`config.mk`:
```
export PLATFORM = sky130hd
export DESIGN_NAME = riscv_l2_arbiter
export DESIGN_NICKNAME = d
export VERILOG_FILES = /design/src/rtl/riscv_l2_arbiter.sv
export SDC_FILE = /design/constraint.sdc
export NUM_CORES = 1
export LEC_CHECK = 0
export CORE_ASPECT_RATIO = 1.2
export CORE_UTILIZATION = 43
export DETAILED_ROUTE_END_ITERATION = 10
export GPL_TIMING_DRIVEN = 0
export PLACE_DENSITY = 0.83
export SYNTH_ARGS = -nofsm -noshare
export SYNTH_HDL_FRONTEND = slang
export SYNTH_SLANG_ARGS = --single-unit
```
`constraint.sdc`:
```
create_clock -name clk -period 2.77 [get_ports clk]
set_clock_uncertainty 0.15 [all_clocks]
set_input_delay 0.554 -clock clk [delete_from_list [all_inputs] [get_ports clk]]
set_output_delay 0.554 -clock clk [all_outputs]
set_load 0.01 [all_outputs]
```
`src/rtl/riscv_l2_arbiter.sv`:
```
// riscv_l2_arbiter
//   Arbitrates the I-side (read-only) and D-side (read/write) L1 miss ports
//   onto a single L2 port. One transaction is in flight at a time:
//   IDLE -> BUSY (L2 strobe held) -> RESP (one-cycle ready pulse) -> IDLE.
//   A BUSY phase that sees no l2_ready for TIMEOUT cycles completes with
//   err=1 and rdata=0 for the owning side.
//
// Configuration macro:
//   L2_ARB_RR_EN  defined   : round-robin on conflict (I wins the first one
//                             after reset).
//                 undefined : fixed priority, D always wins on conflict.
//
// Parameters:
//   TIMEOUT   max BUSY cycles waiting for l2_ready (2..65535)
//
// Ports:
//   clk, rst_n                     clock, asynchronous active-low reset
//   ic_req, ic_addr                I-side read request / address
//   ic_rdata, ic_ready, ic_err     I-side response (ready is a 1-cycle pulse)
//   dc_req, dc_we, dc_addr,
//   dc_wdata                       D-side request (we=1 write, 0 read)
//   dc_rdata, dc_ready, dc_err     D-side response
//   l2_addr, l2_wdata,
//   l2_read, l2_write              registered L2 request
//   l2_rdata, l2_ready             L2 response
//   busy                           state is not IDLE
module riscv_l2_arbiter #(
  parameter int unsigned TIMEOUT = 64
) (
  input  logic        clk,
  input  logic        rst_n,
  input  logic        ic_req,
  input  logic [31:0] ic_addr,
  output logic [31:0] ic_rdata,
  output logic        ic_ready,
  output logic        ic_err,
  input  logic        dc_req,
  input  logic        dc_we,
  input  logic [31:0] dc_addr,
  input  logic [31:0] dc_wdata,
  output logic [31:0] dc_rdata,
  output logic        dc_ready,
  output logic        dc_err,
  output logic [31:0] l2_addr,
  output logic [31:0] l2_wdata,
  output logic        l2_read,
  output logic        l2_write,
  input  logic [31:0] l2_rdata,
  input  logic        l2_ready,
  output logic        busy
);

  typedef enum logic [1:0] {
    IDLE = 2'd0,
    BUSY = 2'd1,
    RESP = 2'd2
  } state_t;

  localparam logic [15:0] TMO_LAST = 16'(TIMEOUT - 1);

  state_t      state;
  logic        owner_d;   // 1: D-side owns the in-flight transaction
  logic        owner_we;  // latched write-enable of the owner
  logic [15:0] tmo_cnt;
  logic        grant_d;
  logic        tmo_hit;

`ifdef L2_ARB_RR_EN
  logic        last_grant_d;  // 1: D-side received the most recent grant

  // On conflict the side that did not win last time gets the bus.
  always_comb begin
    grant_d = dc_req;
    if (ic_req && dc_req) begin
      grant_d = ~last_grant_d;
    end
  end
`else
  // Fixed priority: D-side wins any conflict.
  always_comb begin
    grant_d = dc_req;
  end
`endif

  assign tmo_hit = (tmo_cnt == TMO_LAST);

  always_ff @(posedge clk or negedge rst_n) begin
    if (!rst_n) begin
      state    <= IDLE;
      owner_d  <= 1'b0;
      owner_we <= 1'b0;
      tmo_cnt  <= 16'd0;
      ic_rdata <= 32'd0;
      ic_ready <= 1'b0;
      ic_err   <= 1'b0;
      dc_rdata <= 32'd0;
      dc_ready <= 1'b0;
      dc_err   <= 1'b0;
      l2_addr  <= 32'd0;
      l2_wdata <= 32'd0;
      l2_read  <= 1'b0;
      l2_write <= 1'b0;
      busy     <= 1'b0;
`ifdef L2_ARB_RR_EN
      last_grant_d <= 1'b1;
`endif
    end else begin
      case (state)
        IDLE: begin
          if (ic_req || dc_req) begin
            // The latch of the request lives directly in the registered
            // L2 outputs; later changes on ic_*/dc_* cannot reach them.
            owner_d  <= grant_d;
            owner_we <= grant_d & dc_we;
            l2_addr  <= grant_d ? dc_addr : ic_addr;
            l2_wdata <= grant_d ? dc_wdata : 32'd0;
            l2_read  <= ~(grant_d & dc_we);
            l2_write <= grant_d & dc_we;
            tmo_cnt  <= 16'd0;
            busy     <= 1'b1;
            state    <= BUSY;
`ifdef L2_ARB_RR_EN
            last_grant_d <= grant_d;
`endif
          end
        end

        BUSY: begin
          // A real completion takes precedence over a timeout in the same
          // cycle.
          if (l2_ready || tmo_hit) begin
            l2_read  <= 1'b0;
            l2_write <= 1'b0;
            state    <= RESP;
            if (owner_d) begin
              dc_ready <= 1'b1;
              dc_err   <= ~l2_ready;
              if (!l2_ready) begin
                dc_rdata <= 32'd0;
              end else if (!owner_we) begin
                dc_rdata <= l2_rdata;
              end
            end else begin
              ic_ready <= 1'b1;
              ic_err   <= ~l2_ready;
              ic_rdata <= l2_ready ? l2_rdata : 32'd0;
            end
          end else begin
            tmo_cnt <= tmo_cnt + 16'd1;
          end
        end

        RESP: begin
          ic_ready <= 1'b0;
          ic_err   <= 1'b0;
          dc_ready <= 1'b0;
          dc_err   <= 1'b0;
          busy     <= 1'b0;
          state    <= IDLE;
        end

        default: begin
          l2_read  <= 1'b0;
          l2_write <= 1'b0;
          busy     <= 1'b0;
          state    <= IDLE;
        end
      endcase
    end
  end

endmodule

```
After elaboration in Yosys (flattened, before gate mapping)
Cells that the tools add are included.
Word-level totals
  flip-flop bits (word level): 155
  bits in latches: 0
  RAM bits: 0
  memory bits (read-only): 0
  input port bits: 134
  output and inout bits: 135
  logic and storage cells: 75
  memories kept: 0
Cells by class
  add/subtract/negate cells: 1
  multiply operators: 0
  divide/modulo/power cells: 0
  magnitude comparators: 0
  equal/unequal tests: 9
  shifts and indexed selects: 0
  muxes and demuxes: 30
  bitwise operators: 6
  reduce and logical (&&, ||, !) cells: 14
Operators by type and width (count)
  $mux 32: 5
  $mux 16: 2
  $pmux 16 s2: 1
  $add 16x1->16 const B: 1
  $eq 16x6->1 const B: 1
  $reduce_and 3->1: 5
  $mux 1: 12
  $ne 2x2->1 const B: 6
  $pmux 1 s2: 5
  $pmux 1 s3: 2
  $reduce_and 2->1: 3
  $not 1->1: 5
  $mux 2: 2
  $pmux 2 s2: 1
  $reduce_and 4->1: 1
  $reduce_bool 2->1: 2
  $eq 2x1->1 const B: 1
  $eq 2x2->1 const B: 1
  $logic_not 2->1: 1
  $logic_or 1x1->1: 2
  $and 1x1->1: 1

Logic depth before layout (Yosys ltp)
Gate-level depths: netlist of the first run.
  word-level depth: 4
  depth in mapped cells: 7
  depth with buffers taken out: 6

Least setup slack after synthesis of the first run
No wires, ideal clock.
  path kind: reg-to-reg
  from: reg tmo_cnt[0]
  to: reg ic_rdata[18]
  library setup time: 121 ps
  data arrival time: 1796 ps
  data required time: 2499 ps
  path slack: 703 ps
  cell stages (with the launch flop): 8
  path buffers: 2
  path through: dfrtp_1 ha_1 and3_1 a41oi_4 or3_1 buf_6 buf_6 a22o_1
On the way
  word-level cells in the longest chain between the ends: 3
RTL lines
  from (decl): line 64  | logic [15:0] tmo_cnt;
  from (signal assigned): line 149  | tmo_cnt <= tmo_cnt + 16'd1;
  $eq 16x6->1: line 85  | assign tmo_hit = (tmo_cnt == TMO_LAST);
  $logic_or 1x1->1: line 131  | if (l2_ready || tmo_hit) begin
  $reduce_and 3->1 (no source line)
  to (signal assigned): line 146  | ic_rdata <= l2_ready ? l2_rdata : 32'd0;
  to (decl): line 34  | output logic [31:0] ic_rdata,
No other way between the ends.
A chain may end at the register's enable or synchronous reset.

Worst setup path in the final report of the first run
  from: reg tmo_cnt[0]
  to: reg tmo_cnt[10]
On the way
  word-level cells in the longest chain between the ends: 4
  elaborated cells between the ends (all ways): 7
  classes of those cells: add/sub (1); eq/ne (2); mux (2); reduce/logical (2)
RTL lines
  parallel branches: the longest is 4 deep, another holds $add 16x1->16
Parallel ways; which one is timed is not known. The select of a mux whose other input is x is not followed.

==> out/metrics.yaml, run 1 <==
die_h_um: 137
ios: 269
syn_area_per_cell_sq_um: 11.3
track_usage: 0.263
yosys.area.top_type: "dfrtp_1"
nFillCells: 1197
initial_core_util: 0.438
clock_sinks: 155
post-dp-hpwl_mm: 15.2
final_cell_area_sq_mm: 0.0101
drive_above_1_share: 0.0557
ys.flop_type: "dfrtp_1"
grt_pass1_wl_mm: 31.0
clkLatencyLatePin_ps: 420
min_path_type: "input pin to async pin"
cts_buffers: 17
cts_tree: "yes"
crit_path_start_kind: "flop"
fmax_mhz: 422
hold_viol_final: 7
synth_cell_types: 42
synth_nets: 715
clock_tree.buffer_depth: 2
drc: 0
grt_max_degree: 84
synth-async-reset-ratio: 1.00
clk_pin_slew_ps: 60
drtPass1Iterations: 6
synth-seq-cells: 155
leakage_nw: 4.39
whs_ps: -20.4
root_buffer: "clkbuf_16"
crit_slowest_cell: "dfrtp_1"
antennaDiodeCount: 0
htreeDepth: 4
wl_per_cell_um: 18.7
max_stage_delay_ps: 430
synth-edff-count: 0
worst_pin_slew_ps: 908
syn_inst: 580
fin_nets: 1002
hold_buffers: 0
power_density_mw_per_mm2: 1090
setup_tns_ps: 0
syn_area_sq_mm: 0.00656
dr.first_iter.drc_count: 479
ant_nets: 0
yosys.area.top_type_share: 0.592
routed_via_density: 5.43
path_class: "flop to flop"
yosys_warnings: 0
max-cap-violations: 0
ir_worst_vdd_v: 0.000510
port-buffer-count: 267
finalWeightedCongestion: 0.934
cts_resized: 0
path_buf_inv: 2
crit_family: "compound AO/OA/AOI/OAI gates"
end_kind: "flop"
rsz0062_at_grt: "false"
violations: "hold timing"
die_w_um: 115
slew_viol_final: 0
relSlewSlack: 0.395
route.vias.total: 5884
gr-total-overflow: 0
synth_area_leaders: "dfrtp_1 (59%), a22o_1 (8.8%), mux2i_1 (5.2%), o21ai_0 (5.2%), nand2_1 (4.6%)"
cp_data_arrival_time_ps: 2550
period_share: 0.855
wirelength_mm: 20.3
row_count: 49
worstPathRequired_ps: 2950
grt_pass1_vias: 5796
period_minus_slack_ps: 2370
syn2layout_area_growth_pct: 54.5
status: "finished, violations left"
setup_viol: 0
core-area_sq_mm: 0.0150
seq_area_frac_synth: 0.592
placed_area_sq_mm: 0.00951
dieArea_sq_mm: 0.0157
cts_setup_buffers: 0
crit_chain: "ha_1 -> and3_1 -> a41oi_4 -> a21oi_1 -> inv_1 -> buf_2 -> o221ai_1"
antenna_found_initial: 0
worstPathMaxFanout: 10
-- power breakdown --
part           switching [mW]  leakage (nW)  internal [mW]
Combinational            2.19          2.23           2.56
Sequential              0.643          1.86           3.21
Clock                    1.02         0.302           1.39
Total                    3.86          4.39           7.17
-- cell families after synthesis --
group | Yosys count | share of synthesized area
DFF | 155 | 0.592
adders and majority gates | 1 | 0.00191
AOI/OAI and AO/OA | 196 | 0.215
buffers and inverters | 56 | 0.0378
muxes | 34 | 0.0519
and+or+nand+nor | 138 | 0.102
-- sequential cells by signal, indices dropped and copies added, names as in the netlist, 2 cells and up --
register	cells
l2_addr	32
state	2
dc_rdata	32
ic_rdata	32
l2_wdata	32
tmo_cnt	16
-- through the flow --
step	power (mW)	util	std cells	hold WS [ps]	worst slack, ps
floorplan	5.89	-	580	108	703
global placement	8.51	0.634	1051	307	-5220
detailed placement	8.64	0.636	1052	319	-28.6
CTS	11.1	0.677	1084	8.67	368
global route	11.7	0.677	1084	22.8	172
finish	11.0	0.677	1084	-20.4	401
-- cells in the mapped netlist, types with 2 or more instances --
| master | instances |
|---|---|
| a221o_1 | 3 |
| nor4_1 | 6 |
| a21oi_1 | 5 |
| or3_1 | 3 |
| mux2i_1 | 34 |
| buf_6 | 4 |
| o221ai_1 | 5 |
| a22oi_1 | 31 |
| nand2b_1 | 5 |
| nor4_4 | 2 |
| nand3_1 | 6 |
| nand2_1 | 81 |
| or4_1 | 4 |
| inv_1 | 11 |
| o2111a_1 | 2 |
| clkbuf_1 | 32 |
| o21ai_0 | 68 |
| nor2_1 | 10 |
| o21a_1 | 2 |
| dfrtp_1 | 155 |
| nor3_1 | 5 |
| buf_1 | 3 |
| a21o_1 | 2 |
| a22o_1 | 66 |
| nand4_1 | 9 |
| a31oi_1 | 5 |
| buf_2 | 6 |
-- routing by layer --
layer / up-vias / wire (um) / GRT usage
met5: - / 0 / 0
met1: 2822 / 7790 / 0.302
met3: 44 / 1920 / 0.0915
met4: 0 / 682 / 0.124
met2: 287 / 9880 / 0.440
li1: 2731 / - / -
-- worst paths after layout --
path | slack, ps | end | cells past startpoint | from
hold / removal | -20 | ic_rdata[25] | 1 | rst_n
hold reg to reg | 330 | l2_addr[16] | 2 | l2_addr[16]
setup reg to reg | 400 | tmo_cnt[10] | 7 | tmo_cnt[0]
max in group asynchronous | 1640 | l2_wdata[11] | 2 | rst_n
setup / recovery | 400 | tmo_cnt[10] | 7 | tmo_cnt[0]
min in group clk | 330 | l2_addr[16] | 2 | l2_addr[16]
-- layout make-up --
| type | instances | area, sq um | area share |
|---|---|---|---|
| clock buffers | 19 | 443 | 0.0437 |
| inverters | 11 | 41.3 | 0.00408 |
| well taps | 204 | 255 | 0.0252 |
| plain buffers | 45 | 206 | 0.0204 |
| multi-input cells | 369 | 2430 | 0.240 |
| repair buffers | 268 | 2700 | 0.267 |
| flip-flops and latches | 155 | 3880 | 0.383 |
| clock inverters | 13 | 171 | 0.0169 |
-- cell usage in the layout (no fill, tap or decap), types with 2 or more instances in the layout --
cell type / synthesis / final
a21oi_1: 5 / 5
clkinv_4: 0 / 2
a22o_1: 66 / 66
clkbuf_16: 0 / 17
a22oi_1: 31 / 31
clkbuf_1: 32 / 33
nand2b_1: 5 / 5
or3_1: 3 / 3
nand4_1: 9 / 9
nor4_4: 2 / 2
buf_2: 6 / 6
bufinv_16: 0 / 2
buf_1: 3 / 3
mux2i_1: 34 / 34
a31oi_1: 5 / 5
or4_1: 4 / 4
dfrtp_1: 155 / 155
clkdlybuf4s50_1: 0 / 266
inv_1: 11 / 11
buf_6: 4 / 5
inv_6: 0 / 5
nor2_1: 10 / 10
inv_8: 0 / 3
o221ai_1: 5 / 5
a21o_1: 2 / 2
nor4_1: 6 / 6
o2111a_1: 2 / 2
nor3_1: 5 / 5
a221o_1: 3 / 3
o21ai_0: 68 / 68
nand3_1: 6 / 6
o21a_1: 2 / 2
nand2_1: 81 / 81
No activity file was read; power rests on OpenSTA's default activity.
==> run 2: changes to the inputs <==
--- a/config.mk
+++ b/config.mk
@@ -5,7 +5,7 @@
 export SDC_FILE = /design/constraint.sdc
 export NUM_CORES = 1
 export LEC_CHECK = 0
-export CORE_ASPECT_RATIO = 1.2
+export CORE_ASPECT_RATIO = 1.25
 export CORE_UTILIZATION = 43
 export DETAILED_ROUTE_END_ITERATION = 10
 export GPL_TIMING_DRIVEN = 0
==> out/metrics.yaml, run 2 (same netlist as run 1, synthesis figures left out) <==
slew_viol_final: 0
hold_viol_final: 0
initial_core_util: 0.438
final_cell_area_sq_mm: 0.0101
nFillCells: 1136
end_kind: "flop"
dr.first_iter.drc_count: 593
die_h_um: 140
clock_power_share: 0.219
clkLatencyLatePin_ps: 410
post-dp-hpwl_mm: 13.8
placed_area_sq_mm: 0.00949
wirelength_mm: 18.8
clock_sinks: 155
max-cap-violations: 0
antennaDiodeCount: 0
root_buffer: "clkbuf_16"
worstPathRequired_ps: 2940
rsz0062_at_grt: "false"
cts_resized: 0
grt_pass1_vias: 5871
track_usage: 0.244
antenna_found_initial: 0
setup_viol: 0
ant_nets: 0
p_sw_mw: 3.77
power_density_mw_per_mm2: 1080
route.vias.total: 5866
worst_pin_slew_ps: 1050
p_comb_frac: 0.430
clk_pin_slew_ps: 70
drc: 0
htreeDepth: 4
internal-power_mw: 7.17
drtPass1Iterations: 5
path_class: "flop to flop"
status: "completed"
period_minus_slack_ps: 2370
final_cell_mix: "clkdlybuf4s50_1 (266), dfrtp_1 (155), nand2_1 (81), o21ai_0 (68), a22o_1 (66)"
seq_power_share: 0.351
swShare: 0.345
place_ws_ps: 29.6
port-buffer-count: 267
power_mw: 10.9
routed_via_density: 5.52
grt_pass1_wl_mm: 30.2
mostFrequentLayoutCell: "clkdlybuf4s50_1"
cts_buffers: 17
wl_per_cell_um: 17.7
finalWeightedCongestion: 0.915
relSlewSlack: 0.301
cp_data_arrival_time_ps: 2540
crit_path_start_kind: "flop"
gr-total-overflow: 0
fmax_mhz: 422
setup_ws_ps: 400
period_share: 0.856
grt_max_degree: 103
core-area_sq_mm: 0.0150
ios: 269
cts_tree: "yes"
clock_tree.buffer_depth: 2
fin_nets: 1003
die_w_um: 112
drive_above_1_share: 0.0568
ir_worst_vdd_v: 0.000530
leakage_nw: 4.39
row_count: 50
min_path_type: "flop to flop"
syn2layout_area_growth_pct: 54.2
worstPathMaxFanout: 10
dieArea_sq_mm: 0.0157
[run 2: critical path, stage by stage, from the launching register on]
cell and delay [ps]:
dfrtp_1 430, ha_1 260, and3_1 270, a41oi_4 210, a21oi_1 450, inv_1 100
buf_2 210, o221ai_1 200
[run 2: power by group through the flow]
| stage | clock network, mW | registers (mW) | logic, mW |
|---|---|---|---|
| 6_report | 2.39 | 3.84 | 4.71 |
| 5_1_grt | 2.52 | 3.95 | 5.09 |
| 4_1_cts | 2.43 | 3.83 | 4.74 |
| 3_5_place_dp | 0 | 3.85 | 4.70 |
| 3_3_place_gp | 0 | 3.82 | 4.62 |
| 2_1_floorplan | 0 | 4.21 | 1.69 |
[run 2: final cells by class]
class                   count  area, sq um  share of cell area
plain buffers              45          206              0.0204
clock buffers              18          439              0.0434
clock inverters            14          175              0.0173
inverters                  11         41.3             0.00408
multi-input cells         369         2430               0.240
flip-flops and latches    155         3880               0.384
well taps                 182          228              0.0225
repair buffers            269         2710               0.268
[run 2: what timing repair did]
action,4_1_cts,5_1_grt
endpoints found under the setup margin,0,0
buffers inserted,0,0
hold buffers,1,0
endpoints found under the hold margin,53,0
[run 2: metrics by stage]
| stage | util | TNS, ps | instances | hold slack, ps |
|---|---|---|---|---|
| floorplan | - | 0 | 580 | 108 |
| global route | 0.676 | 0 | 1063 | 350 |
| CTS | 0.676 | 0 | 1063 | 334 |
| detailed placement | 0.634 | 0 | 1030 | 319 |
| finish | 0.676 | 0 | 1063 | 328 |
| global placement | 0.632 | -814350 | 1029 | 309 |
[run 2: path summary, 6_finish.rpt]
path,startpoint,end,slack [ps],cells past startpoint
min reg2reg,l2_addr[1],l2_addr[1],330,2
max in group asynchronous,rst_n,l2_addr[25],1070,3
max reg2reg,tmo_cnt[0],tmo_cnt[14],400,7
min in group asynchronous,rst_n,dc_rdata[16],520,2
min,l2_addr[1],l2_addr[1],330,2
max,tmo_cnt[0],tmo_cnt[14],400,7
[run 2: layer usage]
layer  global-route usage  vias to the layer above  wire length [um]
met1                0.293                     2826              7460
met4               0.0674                        0               272
met5                    0                        -                 0
met3               0.0714                       19              1510
met2                0.426                      288              9590
li1                     -                     2733                 -
